==> src/rtl/segasys1_romload_ctrl_if.sv <==
// ----------------------------------------------------------------------------
// segasys1_romload_ctrl_if
// Shared ROM write port between the download sequencer and the System 1
// main/sound/video ROM write ports.
//   wr_sel  [3:0]  one-hot region select (0 when wr_stb=0)
//   wr_addr [15:0] region-local byte address
//   wr_data [7:0]  write data
//   wr_stb         write valid
//   wr_rdy         target accepts; transfer on wr_stb & wr_rdy
// master: the sequencer drives the write, slave: the ROM side returns wr_rdy.
// ----------------------------------------------------------------------------
interface segasys1_romload_ctrl_if;
  logic [3:0]  wr_sel;
  logic [15:0] wr_addr;
  logic [7:0]  wr_data;
  logic        wr_stb;
  logic        wr_rdy;

  modport master (output wr_sel, output wr_addr, output wr_data, output wr_stb,
                  input  wr_rdy);
  modport slave  (input  wr_sel, input  wr_addr, input  wr_data, input  wr_stb,
                  output wr_rdy);
endinterface

==> src/rtl/segasys1_romload_ctrl.sv <==
// ----------------------------------------------------------------------------
// segasys1_romload_ctrl
// Sequences the ROM download stream into the System 1 memories. Each strobed
// byte is decoded to one of four regions (main CPU, sound CPU, tiles,
// sprites), buffered in a 4-entry FIFO and issued on one shared write port.
// The game system is held in reset until the image is written plus a settle
// delay of HOLD_CYC cycles.
// Ports:
//   clk48M, reset     clock, synchronous active-high reset
//   dl_act            download session active
//   ROMEN/ROMAD/ROMDT byte strobe, image address, byte data
//   wr                write port (master side of segasys1_romload_ctrl_if)
//   sys_reset         reset to CPUs and video, low only in RUN
//   dl_done           image written and hold expired (survives reset)
//   dl_ovf            sticky: a byte was dropped on FIFO full
//   byte_cnt          strobes seen in the current session (saturating)
// ----------------------------------------------------------------------------
module segasys1_romload_ctrl #(
  parameter logic [24:0] R0_END   = 25'h000C000,
  parameter logic [24:0] R1_END   = 25'h000E000,
  parameter logic [24:0] R2_END   = 25'h001A000,
  parameter logic [24:0] R3_END   = 25'h002A000,
  parameter logic [7:0]  HOLD_CYC = 8'd16
) (
  input  logic                           clk48M,
  input  logic                           reset,
  input  logic                           dl_act,
  input  logic                           ROMEN,
  input  logic [24:0]                    ROMAD,
  input  logic [7:0]                     ROMDT,
  segasys1_romload_ctrl_if.master        wr,
  output logic                           sys_reset,
  output logic                           dl_done,
  output logic                           dl_ovf,
  output logic [24:0]                    byte_cnt
);

  typedef enum logic [2:0] {
    BOOT  = 3'd0,
    LOAD  = 3'd1,
    DRAIN = 3'd2,
    HOLD  = 3'd3,
    RUN   = 3'd4
  } state_t;

  typedef struct packed {
    logic [3:0]  sel;
    logic [15:0] addr;
    logic [7:0]  data;
  } entry_t;

  localparam logic [24:0] CNT_MAX = {25{1'b1}};

  state_t      state_r, state_nxt_s;
  logic [7:0]  hold_cnt_r, hold_cnt_nxt_s;
  entry_t      mem_r     [4];
  entry_t      mem_nxt_s [4];
  logic [1:0]  rd_ptr_r, wr_ptr_r, rd_ptr_nxt_s, wr_ptr_nxt_s;
  logic [2:0]  count_r, count_nxt_s;
  entry_t      in_s, head_nxt_s;
  logic        accept_s, push_req_s, push_s, pop_s, drop_s, full_s;
  logic        enter_load_s;
  logic        wr_stb_r;
  logic [3:0]  wr_sel_r;
  logic [15:0] wr_addr_r;
  logic [7:0]  wr_data_r;
  logic        sys_reset_r;
  logic        dl_ovf_r, dl_ovf_nxt_s;
  logic [24:0] byte_cnt_r, byte_cnt_nxt_s;
  // dl_done survives reset so a user reset can skip the download; power-up 0.
  logic        dl_done_r = 1'b0;

  // Region decode: sel=0 means the byte lies above the sprite ROM.
  function automatic entry_t decode(input logic [24:0] ad, input logic [7:0] dt);
    entry_t      e;
    logic [24:0] off;
    if (ad < R0_END) begin
      e.sel = 4'b0001; off = ad;
    end else if (ad < R1_END) begin
      e.sel = 4'b0010; off = ad - R0_END;
    end else if (ad < R2_END) begin
      e.sel = 4'b0100; off = ad - R1_END;
    end else if (ad < R3_END) begin
      e.sel = 4'b1000; off = ad - R2_END;
    end else begin
      e.sel = 4'b0000; off = 25'd0;
    end
    e.addr = off[15:0];
    e.data = dt;
    return e;
  endfunction

  // FIFO next state; the write port registers are loaded from the next head
  // so a byte strobed into an empty FIFO is presented on the following cycle.
  always_comb begin
    in_s         = decode(ROMAD, ROMDT);
    accept_s     = (state_r == LOAD) && ROMEN;
    push_req_s   = accept_s && (in_s.sel != 4'b0000);
    pop_s        = wr_stb_r && wr.wr_rdy;
    full_s       = (count_r == 3'd4);
    push_s       = push_req_s && (!full_s || pop_s);
    drop_s       = push_req_s && full_s && !pop_s;
    mem_nxt_s    = mem_r;
    if (push_s) begin
      mem_nxt_s[wr_ptr_r] = in_s;
    end else begin
      mem_nxt_s[wr_ptr_r] = mem_r[wr_ptr_r];
    end
    wr_ptr_nxt_s = wr_ptr_r + {1'b0, push_s};
    rd_ptr_nxt_s = rd_ptr_r + {1'b0, pop_s};
    count_nxt_s  = count_r + {2'b00, push_s} - {2'b00, pop_s};
    head_nxt_s   = mem_nxt_s[rd_ptr_nxt_s];
  end

  // Session FSM next state and hold counter.
  always_comb begin
    state_nxt_s    = state_r;
    hold_cnt_nxt_s = hold_cnt_r;
    case (state_r)
      BOOT: begin
        if (dl_act) begin
          state_nxt_s = LOAD;
        end else if (dl_done_r) begin
          state_nxt_s    = HOLD;
          hold_cnt_nxt_s = HOLD_CYC;
        end else begin
          state_nxt_s = BOOT;
        end
      end
      LOAD: begin
        if (!dl_act) begin
          state_nxt_s = DRAIN;
        end else begin
          state_nxt_s = LOAD;
        end
      end
      DRAIN: begin
        // wr_stb_r is high exactly when count_r != 0, so this covers pending writes
        if (count_r == 3'd0) begin
          state_nxt_s    = HOLD;
          hold_cnt_nxt_s = HOLD_CYC;
        end else begin
          state_nxt_s = DRAIN;
        end
      end
      HOLD: begin
        if (dl_act) begin
          state_nxt_s = LOAD;
        end else if (hold_cnt_r <= 8'd1) begin
          state_nxt_s = RUN;
        end else begin
          hold_cnt_nxt_s = hold_cnt_r - 8'd1;
        end
      end
      RUN: begin
        if (dl_act) begin
          state_nxt_s = LOAD;
        end else begin
          state_nxt_s = RUN;
        end
      end
      default: begin
        state_nxt_s = BOOT;
      end
    endcase
  end

  // Session status next values; entering LOAD starts a fresh session.
  always_comb begin
    enter_load_s   = (state_nxt_s == LOAD) && (state_r != LOAD);
    dl_ovf_nxt_s   = dl_ovf_r;
    byte_cnt_nxt_s = byte_cnt_r;
    if (enter_load_s) begin
      dl_ovf_nxt_s   = 1'b0;
      byte_cnt_nxt_s = 25'd0;
    end else begin
      if (drop_s) begin
        dl_ovf_nxt_s = 1'b1;
      end else begin
        dl_ovf_nxt_s = dl_ovf_r;
      end
      if (accept_s && (byte_cnt_r != CNT_MAX)) begin
        byte_cnt_nxt_s = byte_cnt_r + 25'd1;
      end else begin
        byte_cnt_nxt_s = byte_cnt_r;
      end
    end
  end

  // Control, FIFO pointer and output registers.
  always_ff @(posedge clk48M) begin
    if (reset) begin
      state_r     <= BOOT;
      hold_cnt_r  <= 8'd0;
      rd_ptr_r    <= 2'd0;
      wr_ptr_r    <= 2'd0;
      count_r     <= 3'd0;
      wr_stb_r    <= 1'b0;
      wr_sel_r    <= 4'b0000;
      wr_addr_r   <= 16'd0;
      wr_data_r   <= 8'd0;
      sys_reset_r <= 1'b1;
      dl_ovf_r    <= 1'b0;
      byte_cnt_r  <= 25'd0;
    end else begin
      state_r     <= state_nxt_s;
      hold_cnt_r  <= hold_cnt_nxt_s;
      rd_ptr_r    <= rd_ptr_nxt_s;
      wr_ptr_r    <= wr_ptr_nxt_s;
      count_r     <= count_nxt_s;
      wr_stb_r    <= (count_nxt_s != 3'd0);
      wr_sel_r    <= (count_nxt_s != 3'd0) ? head_nxt_s.sel  : 4'b0000;
      wr_addr_r   <= (count_nxt_s != 3'd0) ? head_nxt_s.addr : 16'd0;
      wr_data_r   <= (count_nxt_s != 3'd0) ? head_nxt_s.data : 8'd0;
      sys_reset_r <= (state_nxt_s != RUN);
      dl_ovf_r    <= dl_ovf_nxt_s;
      byte_cnt_r  <= byte_cnt_nxt_s;
    end
  end

  // FIFO storage; contents need no reset because the pointers are flushed.
  always_ff @(posedge clk48M) begin
    if (push_s) begin
      mem_r[wr_ptr_r] <= in_s;
    end
  end

  // dl_done rises with the RUN entry and falls only when a new session starts.
  always_ff @(posedge clk48M) begin
    if (reset) begin
      dl_done_r <= dl_done_r;
    end else if (enter_load_s) begin
      dl_done_r <= 1'b0;
    end else if (state_nxt_s == RUN) begin
      dl_done_r <= 1'b1;
    end
  end

  assign wr.wr_stb  = wr_stb_r;
  assign wr.wr_sel  = wr_sel_r;
  assign wr.wr_addr = wr_addr_r;
  assign wr.wr_data = wr_data_r;
  assign sys_reset  = sys_reset_r;
  assign dl_done    = dl_done_r;
  assign dl_ovf     = dl_ovf_r;
  assign byte_cnt   = byte_cnt_r;

endmodule

==> src/flat_wrapper.sv <==
// flat-port wrapper written by rule: the top's interface ports become plain ports
module segasys1_romload_ctrl_flat 
#(
  parameter logic [24:0] R0_END   = 25'h000C000,
  parameter logic [24:0] R1_END   = 25'h000E000,
  parameter logic [24:0] R2_END   = 25'h001A000,
  parameter logic [24:0] R3_END   = 25'h002A000,
  parameter logic [7:0]  HOLD_CYC = 8'd16
)
  (clk48M, reset, dl_act, ROMEN, ROMAD, ROMDT, sys_reset, dl_done, dl_ovf, byte_cnt, wr_wr_sel, wr_wr_addr, wr_wr_data, wr_wr_stb, wr_wr_rdy);
  segasys1_romload_ctrl_if wr_i ();
  input  logic clk48M;
  input  logic reset;
  input  logic dl_act;
  input  logic ROMEN;
  input  logic [24:0] ROMAD;
  input  logic [7:0] ROMDT;
  output logic sys_reset;
  output logic dl_done;
  output logic dl_ovf;
  output logic [24:0] byte_cnt;
  output wire logic [$bits(wr_i.wr_sel)-1:0] wr_wr_sel;
  output wire logic [$bits(wr_i.wr_addr)-1:0] wr_wr_addr;
  output wire logic [$bits(wr_i.wr_data)-1:0] wr_wr_data;
  output wire logic [$bits(wr_i.wr_stb)-1:0] wr_wr_stb;
  input wire logic [$bits(wr_i.wr_rdy)-1:0] wr_wr_rdy;
  assign wr_wr_sel = wr_i.wr_sel;
  assign wr_wr_addr = wr_i.wr_addr;
  assign wr_wr_data = wr_i.wr_data;
  assign wr_wr_stb = wr_i.wr_stb;
  assign wr_i.wr_rdy = wr_wr_rdy;
  segasys1_romload_ctrl #(.R0_END(R0_END), .R1_END(R1_END), .R2_END(R2_END), .R3_END(R3_END), .HOLD_CYC(HOLD_CYC)) u_core (.clk48M(clk48M), .reset(reset), .dl_act(dl_act), .ROMEN(ROMEN), .ROMAD(ROMAD), .ROMDT(ROMDT), .wr(wr_i), .sys_reset(sys_reset), .dl_done(dl_done), .dl_ovf(dl_ovf), .byte_cnt(byte_cnt));
endmodule
==> config.mk <==
export PLATFORM = sky130hd
export DESIGN_NAME = segasys1_romload_ctrl_flat
export DESIGN_NICKNAME = d
export VERILOG_FILES = /design/src/rtl/segasys1_romload_ctrl_if.sv /design/src/rtl/segasys1_romload_ctrl.sv /design/src/flat_wrapper.sv
export SDC_FILE = /design/constraint.sdc
export NUM_CORES = 1
export LEC_CHECK = 0
export CAP_MARGIN = 20
export CORE_UTILIZATION = 58
export DETAILED_ROUTE_END_ITERATION = 12
export HOLD_SLACK_MARGIN = 0.06
export PLACE_DENSITY_LB_ADDON = 0.1
export SLEW_MARGIN = 20
export SYNTH_ARGS = -nofsm -noshare
export SYNTH_HDL_FRONTEND = slang
export SYNTH_SLANG_ARGS = --single-unit
export TNS_END_PERCENT = 1
==> constraint.sdc <==
create_clock -name clk48M -period 6.45 [get_ports clk48M]
set_input_delay 1.29 -clock clk48M [delete_from_list [all_inputs] [get_ports clk48M]]
set_output_delay 1.29 -clock clk48M [all_outputs]
set_load 0.1 [all_outputs]
==> After elaboration in Yosys (flattened, before gate mapping) <==
Index checks and enable logic that the tools add are counted.
{ "op_classes": {"n_reduce_logical": 22, "n_mux": 34, "magnitude_cmp": 8, "n_bitwise": 4, "n_addsub": 9, "eq_ne": 15} }
{ "ops": {"columns": ["operator", "count"], "rows": [
  ["bitwise mux 112 bit", 2],
  ["two-way mux 28 bit", 5],
  ["binary-select mux 28 bit (select 2 bit)", 2],
  ["two-way mux 112 bit", 1],
  ["two-way mux 16 bit", 4],
  ["demux 28 bit (select 2 bit)", 1],
  ["less-than comparator 25 x 16 -> 1 bit, second input constant", 2],
  ["subtractor 16 bit, second input constant", 3],
  ["two-way mux 8 bit", 5],
  ["adder 25 x 1 -> 25 bit, second input constant", 1],
  ["less-than comparator 25 x 17 -> 1 bit, second input constant", 1],
  ["less-than comparator 25 x 18 -> 1 bit, second input constant", 1],
  ["!= test 25 bit, second input constant", 1],
  ["one-hot mux 8 bit (3 select lines)", 1],
  ["two-way mux 4 bit", 4],
  ["one-hot mux 3 bit (5 select lines)", 1],
  ["two-way mux 3 bit", 4],
  ["equality test 3 bit, second input constant", 3],
  ["logical AND 1 bit", 9],
  ["<= comparator 8 x 1 -> 1 bit, second input constant", 1],
  ["subtractor 8 x 1 -> 8 bit, second input constant", 1],
  ["equality test 3 x 1 -> 1 bit, second input constant", 2],
  ["equality test 3 x 2 -> 1 bit, second input constant", 2],
  [">= comparator 3 bit, second input constant", 2],
  ["other kinds (21)", 33]
]} }
{ "word_totals": {"regBits": 187} }

==> Logic depth before layout (Yosys ltp) <==
{ "logic_depth": {"ltp_word": 13, "depth_mapped": 17} }

==> Worst setup path before layout <==
No wires, ideal clock.
{ "synth_timing": {"path_kind": "input-to-reg", "start": "input ROMAD[14]", "end": "register u_core.wr_addr_r[3], in the netlist u_core.wr.wr_addr[3]", "t_arrival_ns": 5.035, "setup_time_ns": 0.116, "required_ns": 6.334, "stages": 17, "slack_ns": 1.299, "path_cell_list": "inv_1 ha_1 and2b_4 o21ai_4 and3_1 buf_4 buf_4 ha_1 inv_1 fa_1 xnor3_1 a31oi_4 and2_2 nand2_2 buf_2 o22ai_1 a31o_2"} }
{ "synth_between": {"elab_chain_cells": 13, "elab_cells_between_ends": 25} }
{ "synth_rtl": {"columns": ["element", "line", "rtl"], "rows": [
  ["start, declared", "flat_wrapper.sv:16", "input logic [24:0] ROMAD;"],
  ["less-than comparator 25 x 18 -> 1 bit", "segasys1_romload_ctrl.sv:83", "end else if (ad < R3_END) begin"],
  ["two-way mux 4 bit", "segasys1_romload_ctrl.sv:83", null],
  ["two-way mux 4 bit", "segasys1_romload_ctrl.sv:81", "end else if (ad < R2_END) begin"],
  ["two-way mux 4 bit", "segasys1_romload_ctrl.sv:79", "end else if (ad < R1_END) begin"],
  ["two-way mux 4 bit", "segasys1_romload_ctrl.sv:77", "if (ad < R0_END) begin"],
  ["nonzero test 4 bit", "segasys1_romload_ctrl.sv:98", "push_req_s = accept_s && (in_s.sel != 4'b0000);"],
  ["logical AND 1 bit", "segasys1_romload_ctrl.sv:98", null],
  ["logical AND 1 bit", "segasys1_romload_ctrl.sv:101", "push_s = push_req_s && (!full_s || pop_s);"],
  ["adder 3 x 1 -> 3 bit", "segasys1_romload_ctrl.sv:111", "count_nxt_s = count_r + {2'b00, push_s} - {2'b00, pop_s};"],
  ["subtractor 3 x 1 -> 3 bit", "segasys1_romload_ctrl.sv:111", null],
  ["nonzero test 3 bit", "segasys1_romload_ctrl.sv:213", "wr_addr_r <= (count_nxt_s != 3'd0) ? head_nxt_s.addr : 16'd0;"],
  ["NOT 1 bit (no source line)", null, null],
  ["OR reduction 2 bit (no source line)", null, null],
  ["end signal, assigned", "segasys1_romload_ctrl.sv:213", null],
  ["end, declared", "segasys1_romload_ctrl.sv:65", "logic [15:0] wr_addr_r;"]
]} }
Several ways; a longest one is shown, not always the timed one. The select of a mux whose other input is x is not followed.
A chain may end at the register's enable or synchronous reset.

==> Worst setup path in the final report <==
{ "layout_timing": {"start": "input ROMAD[22]", "end": "register u_core.wr_addr_r[14], in the netlist u_core.wr.wr_addr[14]"} }
The elaborated chain is that of the path after synthesis.

==> flow_metrics.env <==
export IMPL_run_status="finished clean"
export IMPL_startpoint_type="input pin"
export IMPL_fin_worst_skew_ns=0.008010
export IMPL_port_buffers=94
export IMPL_setup_viol=0
export IMPL_fin_tns_setup_ns=0
export IMPL_clk_pin_slew_worst_paths_ns=0.07
export IMPL_clk_path_buf_depth=2
export IMPL_syn_cell_area_sq_mm=0.009871
export IMPL_hold_viol_final=0
export IMPL_ant_nets=0
export IMPL_cts_buffers_inserted=17
export IMPL_postCtsSetupBuffers=0
export IMPL_layout_commonest_cell="nand2_1"
export IMPL_yosys_warnings=0
export IMPL_cp_required_ns=6.77
export IMPL_cts_hold_buf=0
export IMPL_ys_ff_latch=187
export IMPL_multiInputGateArea_sq_mm=0.004589
export IMPL_antenna_cells=0
export IMPL_place_gp_congestion=0.7754
export IMPL_worst_path_max_delay_cell="and3_4"
export IMPL_synth_edf_count=113
export IMPL_worst_pin_slew_ns=1.057
export IMPL_grt_usage_pct=27.99
export IMPL_register_area_sq_mm=0.004875
export IMPL_synth_top_family_by_area="simple AND/OR/NAND/NOR gates"
export IMPL_die_w_um=132.5
export IMPL_dp_hpwl_mm=14.63
export IMPL_critPathBufInv=2
export IMPL_grt_pass1_wl_mm=38.60
export IMPL_rsz0062_at_grt="false"
export IMPL_path_max_fanout=30
export IMPL_syn_num_nets=1041
export IMPL_p_leak_nw=4.358
export IMPL_syn_avg_cell_area_sq_um=9.940
export IMPL_io_pins=95
export IMPL_ys_async_sr_fraction_pct=0
export IMPL_cp_arrival_ns=5.26
export IMPL_num_rows=47
export IMPL_final_cell_mix="nand2_1 (217), edfxtp_1 (113), clkdlybuf4s50_1 (94)"
export IMPL_slowest_delay_ns=0.53
export IMPL_area_growth_pct=16.16
export IMPL_drive_gt1_share_pct=9.484
export IMPL_nets=1100
export IMPL_vias=7695
export IMPL_slew_viol_final=0
export IMPL_ctsResizeCount=0
export IMPL_antenna_found_initial=1
export IMPL_yosysSeqAreaShare_pct=49.39
export IMPL_critPathTopFamily="simple AND/OR/NAND/NOR gates"
export IMPL_cap_violations=0
export IMPL_synth_top_flop_cell="edfxtp_1"
export IMPL_path_class="input pin to flop"
export IMPL_grt_pass1_vias=7435
export IMPL_fin_crit_ns=4.933
export IMPL_powerDensity_mw_per_mm2=326.3
export IMPL_drc=0
export IMPL_dp_cells=1253
export IMPL_overflow=0
export IMPL_clkLatencyLatePin_ns=0.44
export IMPL_dieArea_sq_mm=0.01754
export IMPL_die_h_um=132.5
export IMPL_cts_root_buf="clkbuf_16"
export IMPL_grt_max_degree=80
export IMPL_synthMuxAreaShare_pct=10.14
export IMPL_firstDrtPassIters=5
export IMPL_wl_per_cell_um=18.31
export IMPL_cts_sinks=187
export IMPL_ctsHtreeMaxLevel=4
export IMPL_synthCells=993
export IMPL_post_drt_via_cell_ratio=5.988
export IMPL_cp_end_kind="flop"
export IMPL_initial_utilization_pct=59.52
export IMPL_fill_cells=1314
export IMPL_drt_wl_total_mm=23.53
export IMPL_clock_fmax_mhz=202.7
export IMPL_crit_chain="clkdlybuf4s50_1, nor4_2, and3_1, and3_4, ha_1, inv_1, fa_1, xnor3_1, a31oi_4, and2_2, nand2_2, a21oi_1, a311o_1"
export IMPL_slew_headroom_pct=29.37
export IMPL_yosys_area_share_xor_xnor_pct=3.068
export IMPL_ir_drop_mv=0.2184
export IMPL_core_sq_mm=0.01658
export IMPL_tritoncts="yes"
export IMPL_finalNonFillerCells=1285
export IMPL_drt_initial_drc_count=560
export IMPL_synth_adder_area_share_pct=1.344
export IMPL_synth_simple_gate_area_share_pct=18.47
export IMPL_synth_compound_area_share_pct=13.42
export IMPL_post_route_period_util_pct=76.48
export IMPL_hp_class="flop to flop"
export IMPL_synth_cell_types=73
[Yosys cell counts (6+ instances only)]
| cell | count | area [sq um] |
|---|---|---|
| o211ai_1 | 20 | 150.1 |
| buf_2 | 17 | 85.08 |
| and2_1 | 7 | 43.79 |
| inv_1 | 18 | 67.56 |
| buf_4 | 10 | 75.07 |
| mux2i_1 | 55 | 550.5 |
| a21oi_1 | 19 | 95.09 |
| ha_1 | 9 | 112.6 |
| xor2_1 | 22 | 192.7 |
| mux2_2 | 24 | 270.3 |
| and3_1 | 23 | 143.9 |
| nor2_1 | 64 | 240.2 |
| nand2_1 | 217 | 814.5 |
| dfxtp_1 | 74 | 1481 |
| o221ai_1 | 17 | 148.9 |
| o21ai_0 | 85 | 425.4 |
| xnor2_1 | 10 | 87.58 |
| clkbuf_1 | 31 | 116.4 |
| o22ai_1 | 7 | 43.79 |
| nor3_1 | 6 | 30.03 |
| edfxtp_1 | 113 | 3393 |
| nand4_1 | 15 | 93.84 |
| mux4_2 | 8 | 180.2 |
| nand3_1 | 26 | 130.1 |
[metal layers]
| metal | global-route usage [%] | part of all wire, % |
|---|---|---|
| met5 | 0 | 0 |
| met4 | 9.004 | 1.7 |
| met3 | 5.517 | 6.3 |
| met2 | 44.39 | 47 |
| met1 | 38.74 | 45 |
[where the power goes]
group,internal (W),switching [W],leakage [nW]
clock network,0.000685,0.000459,0.308
logic,0.000356,0.000820,2.49
registers,0.00135,0.0000699,1.56
total,0.00239,0.00135,4.36
[sequential cells by signal (all words and copies together), names as in the netlist]
register,count
u_core.mem_r,112
u_core.byte_cnt,25
u_core.wr.wr_addr,16
u_core.hold_cnt_r,8
u_core.wr.wr_data,8
u_core.wr.wr_sel,4
u_core.count_r,3
u_core.state_r,3
u_core.rd_ptr_r,2
u_core.wr_ptr_r,2
u_core.dl_done,1
u_core.dl_ovf,1
u_core.sys_reset,1
u_core.wr.wr_stb,1
[cell families after synthesis]
logic type	count (synthesis)
buffers and inverters	84
and+or+nand+nor	395
adders and majority gates	10
xor gates and xnor gates	33
AOI/OAI and AO/OA	197
DFF	187
muxes	87
[tightest hold or removal path, delay by kind of cell (launching register included)]
family	cells	cell delay [ns]
flops	1	0.33
simple gates	1	0.07
compound gates	1	0.05
[metrics by stage]
step	cell area (sq um)	power, W	hold WS (ns)	util (%)	worst slack (ns)
global placement	10830	0.002608	0.4519	65.33	1.144
floorplan	9871	0.002349	0.4734	-	1.299
global route	11470	0.003873	0.5040	69.14	1.310
finish	11470	0.003741	0.4790	69.14	1.517
CTS	11470	0.003753	0.4782	69.14	1.507
detailed placement	10830	0.002619	0.4590	65.33	1.055
[layout make-up]
type	count	share of cell area, %
clock buffer	19	3.776
clock inverter	13	1.735
inverter	19	0.6220
multi-input combinational	722	40.03
sequential	187	42.51
tap	220	2.401
timing repair buffer	105	8.926
[final timing paths]
check / slack (ns) / endpoint / depth (start not counted) / start
max: 1.52 / u_core.wr.wr_addr[14] / 13 / ROMAD[22]
min: 0.48 / u_core.dl_ovf / 2 / u_core.dl_ovf
max reg2reg: 2.26 / u_core.wr.wr_addr[14] / 12 / u_core.state_r[0]
min reg2reg: 0.48 / u_core.dl_ovf / 2 / u_core.dl_ovf
Note: power is estimated with default switching activity, not from simulation.
